`src/rtl/updown_counter_param.sv`:
```
// Parametrised up/down counter with configurable width and terminal count,
// synchronous clear/load, wrap-or-saturate at the limits and optional
// rising-edge qualification of the inc/dec strobes. All outputs are registered.
module updown_counter_param #(
   parameter int               WIDTH     = 16,
   parameter logic [WIDTH-1:0] MAX_VALUE = {WIDTH{1'b1}},
   parameter bit               SATURATE  = 1'b0,
   parameter bit               EDGE_MODE = 1'b1
) (
   input  logic             clk,
   input  logic             reset,
   input  logic             inc,
   input  logic             dec,
   input  logic             clear,
   input  logic             load,
   input  logic [WIDTH-1:0] load_value,
   output logic [WIDTH-1:0] count,
   output logic             at_max,
   output logic             at_min,
   output logic             wrap_up,
   output logic             wrap_dn
);

   logic             inc_q;
   logic             dec_q;
   logic             up_req;
   logic             dn_req;
   logic [WIDTH-1:0] next_count;
   logic             next_wrap_up;
   logic             next_wrap_dn;

   // A held strobe counts once in edge mode; the history registers start at
   // 0 so a strobe already high when reset releases counts as a rising edge.
   assign up_req = EDGE_MODE ? (inc & ~inc_q) : inc;
   assign dn_req = EDGE_MODE ? (dec & ~dec_q) : dec;

   // Strobe history for edge detection, updated every cycle whatever else happens.
   // NOTE: sequential state uses non-blocking assignments so every register
   // samples pre-edge values, independent of statement order.
   always_ff @(posedge clk or posedge reset) begin
      if (reset) begin
         inc_q <= 1'b0;
         dec_q <= 1'b0;
      end else begin
         inc_q <= inc;
         dec_q <= dec;
      end
   end

   // Next count and wrap pulses: clear, then load, then opposing requests cancel,
   // then a single up or down step.
   always_comb begin
      // NOTE: every output of this block gets a default first, so no path
      // leaves it unassigned and no latch is inferred.
      next_count   = count;
      next_wrap_up = 1'b0;
      next_wrap_dn = 1'b0;
      if (clear) begin
         next_count = '0;
      end else if (load) begin
         next_count = (load_value > MAX_VALUE) ? MAX_VALUE : load_value;
      end else if (up_req && !dn_req) begin
         if (count == MAX_VALUE) begin
            next_wrap_up = 1'b1;
            if (!SATURATE) next_count = '0;
         end else begin
            next_count = count + WIDTH'(1);
         end
      end else if (dn_req && !up_req) begin
         if (count == '0) begin
            next_wrap_dn = 1'b1;
            if (!SATURATE) next_count = MAX_VALUE;
         end else begin
            next_count = count - WIDTH'(1);
         end
      end
   end

   // Count, limit flags and wrap pulses registered together; flags come from
   // next_count so they always agree with the count they describe.
   always_ff @(posedge clk or posedge reset) begin
      if (reset) begin
         count   <= '0;
         at_max  <= 1'b0;
         at_min  <= 1'b1;
         wrap_up <= 1'b0;
         wrap_dn <= 1'b0;
      end else begin
         count   <= next_count;
         at_max  <= (next_count == MAX_VALUE);
         at_min  <= (next_count == '0);
         wrap_up <= next_wrap_up;
         wrap_dn <= next_wrap_dn;
      end
   end

endmodule

```
`config.mk`:
```
export PLATFORM = sky130hd
export DESIGN_NAME = updown_counter_param
export DESIGN_NICKNAME = d
export VERILOG_FILES = /design/src/rtl/updown_counter_param.sv
export SDC_FILE = /design/constraint.sdc
export NUM_CORES = 1
export LEC_CHECK = 0
export CORE_MARGIN = 2
export CORE_UTILIZATION = 25
export CTS_CLUSTER_DIAMETER = 40
export DETAILED_ROUTE_END_ITERATION = 8
export SYNTH_ARGS = -nofsm -noshare
export SYNTH_HDL_FRONTEND = slang
export SYNTH_SLANG_ARGS = --single-unit
export TNS_END_PERCENT = 1
```
`constraint.sdc`:
```
create_clock -name clk -period 3.5 [get_ports clk]
set_input_delay 0.7 -clock clk [delete_from_list [all_inputs] [get_ports clk]]
set_output_delay 0.7 -clock clk [all_outputs]
set_load 0.02 [all_outputs]
```
==> impl_metrics.py <==
metrics = {
    "clock_tree": {
        "cts_buffers": 3,
        "cts_tree": "yes",
        "cts-root-buf": "clkbuf_8",
        "clk_pin_slew_ns": 0.09,
        "htree_levels": 1,
        "insertion_delay_ns": 0.27,
        "cts_buffer_depth": 2,
        "post_cts_buffers": 0,
        "cts_num_sinks": 22,
    },
    "global_routing": {
        "first_global_vias": 2159,
        "antenna_found_initial": 0,
        "grt_pass1_wl_microns": 11100,
        "grt_usage": 0.181,
        "grt_start_max_net_pins": 23,
        "grt-ovfl-total": 0,
    },
    "synthesis": {
        "ys.flop_type": "dfrtp_1",
        "yosysMostFrequentCell": "nand2_1",
        "synth_xor_area_frac": 0.0635,
        "synth_nets": 250,
        "synth_cell_types": 55,
        "synthCells": 225,
        "synth_top_family_by_area": "simple AND/OR/NAND/NOR gates",
        "ys_warn_count": 0,
        "synthArstFlopShare": 1.00,
        "synth_area_leader_cell": "dfrtp_1",
        "synth-edff-count": 0,
        "ys_seq_elements": 22,
        "synth_simple_gate_area_frac": 0.360,
        "ys_seq_area_frac": 0.308,
        "synth_compound_area_frac": 0.183,
        "syn_area_sq_um": 1790,
        "avgSynthCellArea_sq_um": 7.96,
        "synth_fa_ha_area_frac": 0.0209,
        "synth.top_cell.area_share": 0.293,
        "yosys-top-cells-count": "nand2_1, dfrtp_1, nor3_1",
        "yosys-mux-area-fraction": 0,
        "synthTopCellsByArea": "dfrtp_1, nor3_1, nand4_1",
    },
    "detailed_routing": {
        "wirelength_microns": 6740,
        "drc": 0,
        "vias": 2116,
        "ant_nets": 0,
        "drtIter0Drc": 179,
        "drtPass1Iterations": 5,
        "drt-wirelength-per-cell_microns": 17.5,
        "viasPerCell": 5.48,
    },
    "placed_design": {
        "dp_worst_setup_slack_ns": -0.0258,
        "routabilityCongestion": 0.943,
        "io_buffer_count": 41,
        "dpl_cell_area_sq_um": 2510,
        "hpwlAfterDp_microns": 5350,
    },
    "power": {
        "ir_drop_mv": 0.149,
        "p_per_area_nw_per_um2": 321,
        "p_leak_nw": 1.05,
        "total_power_uw": 831,
    },
    "worst_setup_path": {
        "cp_max_fo": 7,
        "crit_type": "primary input to register",
        "rr_worst_depth": 10,
        "worstReg2RegStart": "count[0]$_DFF_PP0_",
        "r2r_slack_ns": 0.35,
        "critPathRequiredTime_ns": 3.69,
        "arrival_ns": 3.47,
        "r2r-end": "at_min$_DFF_PP1_",
        "endpoint_kind": "register",
        "critPathLaunchType": "primary input",
    },
    "flow_run": {
        "drv_cap": 0,
    },
    "sta": {
        "skew_ns": 0.00641,
        "tns_ns": 0,
        "maxSlewHeadroom": 0.388,
        "rsz0062_at_grt": "no",
        "min_period_ns": 3.28,
        "tightestPinTransition_ns": 0.917,
        "finalCritPeriodShare": 0.938,
        "setup_viol": 0,
        "slew_violations": 0,
        "fmax_mhz": 305,
        "fin_ws_ns": 0.218,
        "hold_ws_ns": 0.852,
        "hold_viol_final": 0,
    },
    "die": {
        "die_w_microns": 88.7,
        "boundaryPins": 42,
        "die_h_microns": 88.7,
        "rows": 30,
        "start_util": 0.261,
        "fp.dieArea_sq_um": 7860,
        "core_sq_um": 6870,
    },
    "min_path": {
        "min_path_cells": 3,
        "min_from": "count[11]$_DFF_PP0_",
        "hp-class": "register to register",
        "hold_end": "count[11]$_DFF_PP0_",
    },
    "layout": {
        "register_area_sq_um": 552,
        "drive_gt1_frac": 0.166,
        "nets": 316,
        "fill_cells": 703,
        "syn_to_final_growth_pct": 44.4,
        "multi_input_area_sq_um": 1130,
        "diodes": 0,
        "final_area_sq_um": 2590,
    },
    "run_status": {
        "status": "complete, no violations",
    },
}
## layer usage
| layer | up-vias | routed length (microns) | track usage |
|---|---|---|---|
| li1 | 967 | - | - |
| met1 | 1009 | 2940 | 0.248 |
| met2 | 113 | 2990 | 0.283 |
| met3 | 27 | 511 | 0.0243 |
| met4 | 0 | 303 | 0.0785 |
| met5 | - | 0 | 0 |
## through the flow
step,utilization,std cells
after floorplan,-,225
after global placement,0.365,382
after detailed placement,0.365,382
after CTS,0.376,386
after global routing,0.377,386
final,0.377,386
## flip-flops by register name, indices dropped and copies added, names as in the netlist
name / cells
inc_q: 1
wrap_dn: 1
wrap_up: 1
at_min: 1
count: 16
at_max: 1
dec_q: 1
## cell type report
| cell class | instances | share of cell area |
|---|---|---|
| inverter | 11 | 0.0160 |
| sequential | 22 | 0.213 |
| tap | 96 | 0.0464 |
| timing repair buffer | 76 | 0.260 |
| clock inverter | 1 | 0.0116 |
| clock buffer | 3 | 0.0160 |
| multi-input combinational | 177 | 0.437 |
## worst max-delay path by stage
stage	start	end	slack, ns	cells past startpoint
3_3_place_gp	dec	at_min$_DFF_PP1_	-0.04	12
5_1_grt	dec	at_max$_DFF_PP0_	0.07	12
6_report	dec	at_min$_DFF_PP1_	0.22	12
2_1_floorplan	dec	at_min$_DFF_PP1_	0.59	9
3_5_place_dp	dec	at_min$_DFF_PP1_	-0.03	12
4_1_cts	dec	at_min$_DFF_PP1_	0.23	12
## timing repair
item,CTS,global route
hold buffers,0,0
setup endpoints to repair,0,1
resized for setup,0,2
## layout by cell type, fill, tap and decap left out, types with 2 or more instances in the layout
cell	count
dfrtp_1	21
a311oi_1	2
xor2_1	5
or3_1	4
buf_4	35
nand2_1	24
nor4_1	5
a21o_1	2
o31ai_1	3
a211o_1	2
a31oi_1	5
nor2b_1	3
a21oi_1	6
or4_1	3
ha_1	3
a22oi_1	2
xnor2_1	8
nor2_1	15
or4b_1	2
inv_1	11
o21a_1	2
nand3_1	10
o21ai_0	6
o31a_1	2
nor3_1	18
a22o_1	2
nand4_1	15
clkbuf_8	3
nand2b_1	2
clkdlybuf4s50_1	41
## worst max-delay path: stages
cell and delay [ns]:
clkdlybuf4s50_1 0.41, nor2b_1 0.14, buf_4 0.15, nand4_1 0.12, buf_4 0.16, nor2_1 0.11, buf_4 0.18, o21ai_0 0.31
nand3_1 0.12, or4_1 0.40, or4_1 0.50, nor4_2 0.16
## report_power, final
| part | total, mW | switching, mW | internal [mW] |
|---|---|---|---|
| Sequential | 0.308 | 0.0374 | 0.270 |
| Combinational | 0.273 | 0.144 | 0.129 |
| Clock | 0.250 | 0.0970 | 0.153 |
| Total | 0.831 | 0.278 | 0.553 |
## cell families after synthesis
group           after synthesis
buf+inv                      26
xor+xnor                     13
fa+ha+maj                     3
compound gates               46
simple gates                115
flops                        22
Power figures use the tool's default switching activity.
